`src/rtl/ni_flit_receiver.sv`:
```
// Network-interface receive stage: reassembles one head+payload packet from the
// router req/bussy link and replays its payload to the PE over valid/ready.
module ni_flit_receiver #(
  parameter int MAX_LEN = 8,
  parameter int PTR_W   = 3
) (
  input  logic        clk,
  input  logic        rst,
  input  logic        in_req,
  input  logic [15:0] in_data,
  output logic        in_bussy,
  output logic        pe_valid,
  output logic [12:0] pe_data,
  output logic        pe_last,
  output logic        pe_prio,
  input  logic        pe_ready,
  output logic        err_pulse,
  output logic [7:0]  err_cnt
);

  typedef enum logic [1:0] {
    IDLE = 2'd0,
    RECV = 2'd1,
    SEND = 2'd2
  } state_t;

  localparam int DEPTH = 2 ** PTR_W;

  state_t             state;
  logic [PTR_W-1:0]   wr_ptr;
  logic [PTR_W-1:0]   rd_ptr;
  logic [PTR_W-1:0]   rd_nxt;
  logic [3:0]         len_m1;
  logic               prio;
  logic [12:0]        buf_mem [DEPTH];

  logic [2:0]         flit_type;
  logic [3:0]         head_len;
  logic               is_head;
  logic               is_pay;
  logic               len_ok;
  logic               accept;
  logic               err_now;
  logic               wr_last;
  logic               rd_last;
  logic               nxt_last;

  assign flit_type = in_data[15:13];
  assign head_len  = in_data[3:0];
  assign is_head   = (flit_type == 3'b000) || (flit_type == 3'b001);
  assign is_pay    = (flit_type == 3'b010);
  assign len_ok    = (head_len != 4'd0) && (32'(head_len) <= MAX_LEN);
  assign accept    = in_req && !in_bussy;
  assign rd_nxt    = rd_ptr + PTR_W'(1);
  assign wr_last   = (32'(wr_ptr) == 32'(len_m1));
  assign rd_last   = (32'(rd_ptr) == 32'(len_m1));
  assign nxt_last  = (32'(rd_nxt) == 32'(len_m1));

  // Any non-payload flit while receiving is an error; a head also abandons the packet.
  assign err_now = accept &&
                   (((state == IDLE) && !(is_head && len_ok)) ||
                    ((state == RECV) && !is_pay));

  always_ff @(posedge clk) begin
    if ((state == RECV) && accept && is_pay) begin
      buf_mem[wr_ptr] <= in_data[12:0];
    end
  end

  always_ff @(posedge clk or negedge rst) begin
    if (!rst) begin
      state    <= IDLE;
      in_bussy <= 1'b1;
      pe_valid <= 1'b0;
      pe_data  <= '0;
      pe_last  <= 1'b0;
      pe_prio  <= 1'b0;
      wr_ptr   <= '0;
      rd_ptr   <= '0;
      len_m1   <= '0;
      prio     <= 1'b0;
    end else begin
      case (state)
        IDLE: begin
          in_bussy <= 1'b0;
          if (accept && is_head && len_ok) begin
            len_m1 <= head_len - 4'd1;
            prio   <= in_data[13];
            wr_ptr <= '0;
            state  <= RECV;
          end
        end

        RECV: begin
          if (accept) begin
            if (is_pay) begin
              if (wr_last) begin
                state    <= SEND;
                in_bussy <= 1'b1;
                rd_ptr   <= '0;
              end else begin
                wr_ptr <= wr_ptr + PTR_W'(1);
              end
            end else if (is_head && len_ok) begin
              len_m1 <= head_len - 4'd1;
              prio   <= in_data[13];
              wr_ptr <= '0;
            end else if (is_head) begin
              state <= IDLE;
            end
          end
        end

        SEND: begin
          // First SEND cycle only loads word 0; afterwards advance on each handshake.
          if (!pe_valid) begin
            pe_valid <= 1'b1;
            pe_data  <= buf_mem[rd_ptr];
            pe_last  <= rd_last;
            pe_prio  <= prio;
          end else if (pe_ready) begin
            if (pe_last) begin
              pe_valid <= 1'b0;
              pe_last  <= 1'b0;
              in_bussy <= 1'b0;
              rd_ptr   <= '0;
              state    <= IDLE;
            end else begin
              rd_ptr  <= rd_nxt;
              pe_data <= buf_mem[rd_nxt];
              pe_last <= nxt_last;
            end
          end
        end

        default: begin
          state    <= IDLE;
          in_bussy <= 1'b0;
          pe_valid <= 1'b0;
          pe_last  <= 1'b0;
        end
      endcase
    end
  end

  always_ff @(posedge clk or negedge rst) begin
    if (!rst) begin
      err_pulse <= 1'b0;
      err_cnt   <= 8'd0;
    end else begin
      err_pulse <= err_now;
      if (err_now && (err_cnt != 8'hFF)) begin
        err_cnt <= err_cnt + 8'd1;
      end
    end
  end

endmodule
```
`config.mk`:
```
export PLATFORM = sky130hd
export DESIGN_NAME = ni_flit_receiver
export DESIGN_NICKNAME = d
export VERILOG_FILES = /design/src/rtl/ni_flit_receiver.sv
export SDC_FILE = /design/constraint.sdc
export NUM_CORES = 1
export LEC_CHECK = 0
export CORE_MARGIN = 2
export CORE_UTILIZATION = 30
export DETAILED_ROUTE_END_ITERATION = 8
export DONT_BUFFER_PORTS = 1
export GPL_ROUTABILITY_DRIVEN = 1
export GPL_TIMING_DRIVEN = 1
export PLACE_DENSITY = 0.49
export SYNTH_ARGS = -nofsm -noshare
export SYNTH_HDL_FRONTEND = slang
export SYNTH_SLANG_ARGS = --single-unit
```
`constraint.sdc`:
```
create_clock -name clk -period 2.2 [get_ports clk]
set_clock_uncertainty 0.15 [all_clocks]
set_input_delay 0.11 -clock clk [delete_from_list [all_inputs] [get_ports clk]]
set_output_delay 0.11 -clock clk [all_outputs]
set_load 0.02 [all_outputs]
```
Word level (Yosys, flattened, before mapping)
Memories as Yosys holds them, arrays and structs flattened.
Index checks and enable logic that the tools add are counted.
Widths: inputs -> output; s select.
{"block": "op_classes", "muxes": 53, "magnitude_cmp": 1, "add_sub_neg": 4, "n_eq_ne": 25, "reduce_logical": 30, "n_bitwise": 2}
{"op": "$mux 13", "count": 3}
{"op": "$mux 3", "count": 11}
{"op": "$mux 1", "count": 18}
{"op": "$mux 2", "count": 9}
{"op": "$ne 2x2->1 const B", "count": 9}
{"op": "$ne 3x3->1 const B", "count": 6}
{"op": "$mux 4", "count": 4}
{"op": "$eq 3x4->1", "count": 3}
{"op": "$pmux 3 s2", "count": 2}
{"op": "$reduce_and 6->1", "count": 2}
{"op": "$logic_and 1x1->1", "count": 11}
{"op": "$reduce_and 5->1", "count": 2}
{"op": "$add 8x1->8 const B", "count": 1}
{"op": "$ne 8x8->1 const B", "count": 1}
{"op": "$pmux 1 s2", "count": 4}
{"op": "$pmux 4 s2", "count": 1}
{"op": "$reduce_and 8->1", "count": 1}
{"op": "$add 3x1->3 const B", "count": 2}
{"op": "$pmux 2 s3", "count": 1}
{"op": "$le 4x4->1 const B", "count": 1}
{"op": "$ne 2x1->1 const B", "count": 2}
{"op": "$reduce_and 2->1", "count": 2}
{"op": "$reduce_bool 2->1", "count": 2}
{"op": "$reduce_bool 4->1", "count": 1}
{"op": "12 further kinds", "count": 16}
{"block": "word_totals", "output_inout_bits": 26, "memories": 1, "ff_bits": 39, "wordCells": 128, "mem_bits_rw": 104, "input_bits": 20}
{"name": "buf_mem", "words": 8, "word_bits": 13, "read_ports": 2, "rd_ports_with_merged_regs": 0, "write_ports": 1, "line_no": "35", "text": "logic [12:0] buf_mem [DEPTH];"}

Longest topological paths before layout
{"block": "depth", "depth_word": 8, "depth_mapped": 8, "mapped_depth_nobuf": 7}

Worst setup path before layout
Ideal clock, no wire load.
{"block": "synth_timing", "kind": "reg-to-reg", "start": "register state[1]", "end": "memory buf_mem[1][0] (enable)", "path_stages_with_launch": 5, "required_time_ns": 1.650, "synth_period_minus_slack_ns": 2.445, "setup_ns": 0.400, "path_buffers": 1, "arrival_ns": 1.896, "slack_ns": -0.245, "path_cell_list": "dfrtp_1 -> buf_2 -> nor3b_2 -> nand3_1 -> nor3_1"}
{"block": "synth_between", "elab_chain_cells": 5}
{"item": "start: declaration", "line_no": "29", "text": "state_t state;"}
{"item": "start signal: assignment", "line_no": "72", "text": "state <= IDLE;"}
{"item": "start signal: assignment", "line_no": "90", "text": "state <= RECV;"}
{"item": "start signal: assignment", "line_no": "98", "text": "state <= SEND;"}
{"item": "$eq 2x1->1", "line_no": "65", "text": "if ((state == RECV) && accept && is_pay) begin"}
{"item": "$logic_and 1x1->1 (2 in a row)", "line_no": "65"}
{"item": "$mux 1", "line_no": "65"}
{"item": "$mux 1 (implied by the code)", "line_no": "66", "text": "buf_mem[wr_ptr] <= in_data[12:0];"}
{"item": "end: declaration", "line_no": "35"}
No other way between the ends.

Final worst setup path
{"block": "layout_timing", "start": "input in_data[0]", "end": "register prio"}
{"block": "layout_between", "elab_chain_cells": 5, "word_cells_on_any_way": 8, "classes_between": "order compare (1); eq/ne (2); reduce/logical (5)"}
{"item": "start: declaration", "line_no": "10", "text": "input logic [15:0] in_data,"}
{"item": "$le 4x4->1 / $reduce_bool 4->1 (equally long branches)", "line_no": "52", "text": "assign len_ok = (head_len != 4'd0) && (32'(head_len) <= MAX_LEN);"}
{"item": "$logic_and 1x1->1 *", "line_no": "52"}
{"item": "$logic_and 1x1->1 (on tied branches)", "line_no": "104, 86"}
{"item": "$ne 2x2->1 (no source line) / $ne 2x1->1 (equally long branches)"}
{"item": "$reduce_and 5->1 (no source line) *"}
{"item": "end signal: assignment", "line_no": "88", "text": "prio <= in_data[13];"}
{"item": "end signal: assignment", "line_no": "106", "text": "prio <= in_data[13];"}
{"item": "end: declaration", "line_no": "34", "text": "logic prio;"}
Every way passes the cells marked *; elsewhere a longest branch is shown, timed or not.
A chain may end at the register's enable or synchronous reset.

==> summary.txt <==
Clock network
  • Clock Tree Root: clkbuf_16
  • Reg clk slew, reported paths: 0.06 ns
  • TritonCTS Sinks: 143
  • Htree depth: 4
  • CTS max path bufs: 2
  • CTS buffer count: 17
  • CTS tree: built
  • Clk_lat worst skew: between 0.4 and 0.5 ns

Run
  • Max_cap viols: 0

Layout
  • NumNets Final: 611
  • P&R area growth vs syn: 22.1%
  • Area occupied by multi-input gates: between 0.002 and 0.003 sq mm
  • Final core utilization: 37.2%
  • Ant. Diodes: 0
  • Sequential Area: roughly 0.0041 sq mm
  • Final Non-Filler Cells: between 800 and 900
  • Share of post-route cells with drive strength above 1: between 10% and 20%
  • # fillers: roughly 2.2k
  • Design area: about 0.0084 sq mm

STA
  • Final hold vios: 0
  • Hold slack: 0.00173 ns
  • Setup TNS Final: 0 ns
  • FMAX: 472 MHz
  • Setup repair after global routing missed its margin: no
  • Worst-Margin Slew: 0.563 ns
  • Fin crit period: 2.12 ns
  • Period utilization: 96.3%
  • Slew Viols, Final: 0
  • Normalized max-slew margin: 62.3%
  • Endpoints failing setup: 0

Synthesis
  • #FFs+latches synth: 143
  • Yosys warns: 0
  • Top cell type's share of synthesized area: 45.3%
  • Ys async rst share: around 27%
  • Avg Cell Area, Syn: around 13 sq um
  • Main synth FF type: edfxtp_1
  • Number of flops mapped to enable cells by yosys: approximately 100
  • Synth Instances: 539
  • Most common cell in the synthesized netlist: edfxtp_1
  • Seq/Total Area, Yosys: between 50% and 60%
  • Unique masters post-synth: 53
  • Synth top area cells: edfxtp_1 (45%), dfrtp_1 (14%), mux2i_1 (13%), a22oi_1 (2.8%), nand2_1 (2.5%)
  • Synthesized Nets: 563
  • Synth top cells by count: edfxtp_1 (104), mux2i_1 (92), nand2_1 (46)
  • Synthesized cell area: 0.00689 sq mm
  • Cell taking the most area after synthesis: edfxtp_1

Place
  • Placed cell area: 0.00749 sq mm
  • I/O Buffers: 0
  • Post-placement cell count: about 830
  • Post-DP HPWL: 10700 microns
  • Gpl congestion: 0.762

Global route
  • Pin count of the biggest net entering global routing: 68
  • All-layer global routing usage: 15.9%
  • Remaining Overflow, GRT: 0
  • Vias in the first global route: 4835
  • Antenna violations before repair: 0
  • Global-route wire length before repair: around 28000 microns

Die
  • DIE HEIGHT: 156 microns
  • Die Wd: 156 microns
  • # rows: 55
  • Initial Util: 30.5%
  • IO Count: 46
  • Die area: 0.0242 sq mm
  • Core Box Area: 0.0226 sq mm

Worst setup path
  • WP data required: about 2.4 ns
  • Startpoint types: input pin
  • Worst R2R Path Depth: 4
  • Crit path cell chain: inv_1 > dlygate4sd3_1 > ha_1 > nor2b_4 > xnor2_4 > nand3_1 > mux2_2 > dlygate4sd3_1
  • CP Capture Type: flip-flop
  • Crit path arrival time: 2.27 ns
  • Max stage delay on crit path: about 0.56 ns
  • CP max stage cell: dlygate4sd3_1
  • Cell mode on critical path: dlygate4sd3_1
  • Worst-path fanout max: 4
  • Critical path class: input pin to flip-flop

Min path
  • Hold path cells: 3
  • Hold Crit Class: input pin to flip-flop

Drt
  • DRT Pass-1 Iters: 5
  • Antenna-violating nets left: 0
  • Remaining DRCs: 0
  • Detailed Route Iter0 Violations: 348
  • DR vias: 4619
  • Wirelength, routed: 18400 microns
  • Mean routed wirelength per cell: between 20 and 25 microns
  • DR vias/cell: 5.22

Pwr
  • PwrDens: 936 mW/mm^2
  • Max VDD drop: 0.000609 V
  • P_leak: around 2.9 nW

Run status
  • Status: completed
-- cell type report --
class,instances,area share (%)
Timing Repair Buffer,61,7.77
Multi-Input combinational cell,357,31.5
Inverter,7,0.313
Tap cell,285,4.24
Clock inverter,14,2.28
Clock buffer,18,5.10
Sequential cell,143,48.8
-- layer usage --
| metal | track usage, % | vias up | share of wire (%) |
|---|---|---|---|
| met4 | 3.84 | 0 | 1.2 |
| met1 | 21.2 | 2351 | 46 |
| li1 | - | 2152 | - |
| met3 | 4.23 | 18 | 4.5 |
| met2 | 25.8 | 98 | 48 |
| met5 | 0 | - | 0 |
-- cell families (layout without fill, tap and decap cells) --
group                    count (synthesis)  after routing  share of synthesized area (%)
flip-flops                             143            143                           59.5
AND/OR/NAND/NOR                        132            132                           9.96
AO/OA/AOI/OAI                          109            109                           11.0
multiplexers                            95             95                           13.9
buffers and inverters                   39            100                           2.43
XOR/XNOR                                17             17                           2.38
adder cells (fa/ha/maj)                  4              4                          0.727
-- sequential cells by signal, indices dropped and copies added (netlist names), 2 cells and up --
register and count:
len_m1 4, state 2, wr_ptr 3, pe_data 13, buf_mem 104, err_cnt 8, rd_ptr 3
-- worst max-delay path: cells and delay by family --
kind	cells	cell delay, ns
buffers and inverters	3	1.12
muxes	1	0.31
adders and majority gates	1	0.21
and+or+nand+nor	2	0.32
xor gates and xnor gates	1	0.20
-- layout by cell type (no fill, tap or decap), drive strengths merged, types with 2 or more instances in the layout --
cell type	Yosys	routed
a211oi	13	13
a21oi	28	28
a22oi	26	26
a31oi	3	3
a32oi	13	13
and2	4	4
and3	3	3
buf	18	36
bufinv	0	4
clkbuf	14	18
clkinv	0	5
clkinvlp	0	4
dfrtp	38	38
dlygate4sd3	0	25
edfxtp	104	104
ha	4	4
inv	7	8
mux2	3	3
mux2i	92	92
nand2	46	46
nand2b	5	5
nand3	22	22
nand3b	2	2
nor2	15	15
nor2b	21	21
nor3	4	4
nor3b	2	2
nor4	3	3
o21ai	12	12
o31ai	2	2
o41ai	2	2
xnor2	10	10
xor2	7	7
-- per-stage QoR --
stage / power (mW) / setup slack (ns)
finish: 7.87 / 0.0818
global route: 8.21 / 0.0221
CTS: 7.94 / 0.0353
detailed placement: 4.79 / 0.178
global placement: 4.77 / 0.289
floorplan: 4.38 / 0.0942
-- final timing paths --
path,endpoint,slack (ns),from
worst max-delay path,prio,0.08,in_data[0]
worst min-delay path,state[0],0.002,in_req
worst max register to register,prio,0.11,state[1]
worst min register to register,pe_prio,0.35,prio
max in group asynchronous,in_bussy,1.59,rst
min in group asynchronous,err_cnt[6],0.04,rst
-- power breakdown --
group	total (mW)	leakage [nW]	switching [mW]	internal, mW
combinational	1.27	1.14	0.703	0.566
clock	3.04	0.292	1.14	1.90
sequential	3.56	1.44	0.426	3.14
total	7.87	2.87	2.27	5.60
-- repair_timing --
| item | CTS | global route |
|---|---|---|
| setup endpoints to repair | 0 | 1 |
| endpoints found under the hold margin | 160 | 0 |
| buffers inserted | 0 | 0 |
| hold buffers | 26 | 0 |
| resized for setup | 0 | 2 |
Note: power is estimated with default switching activity, not from simulation.
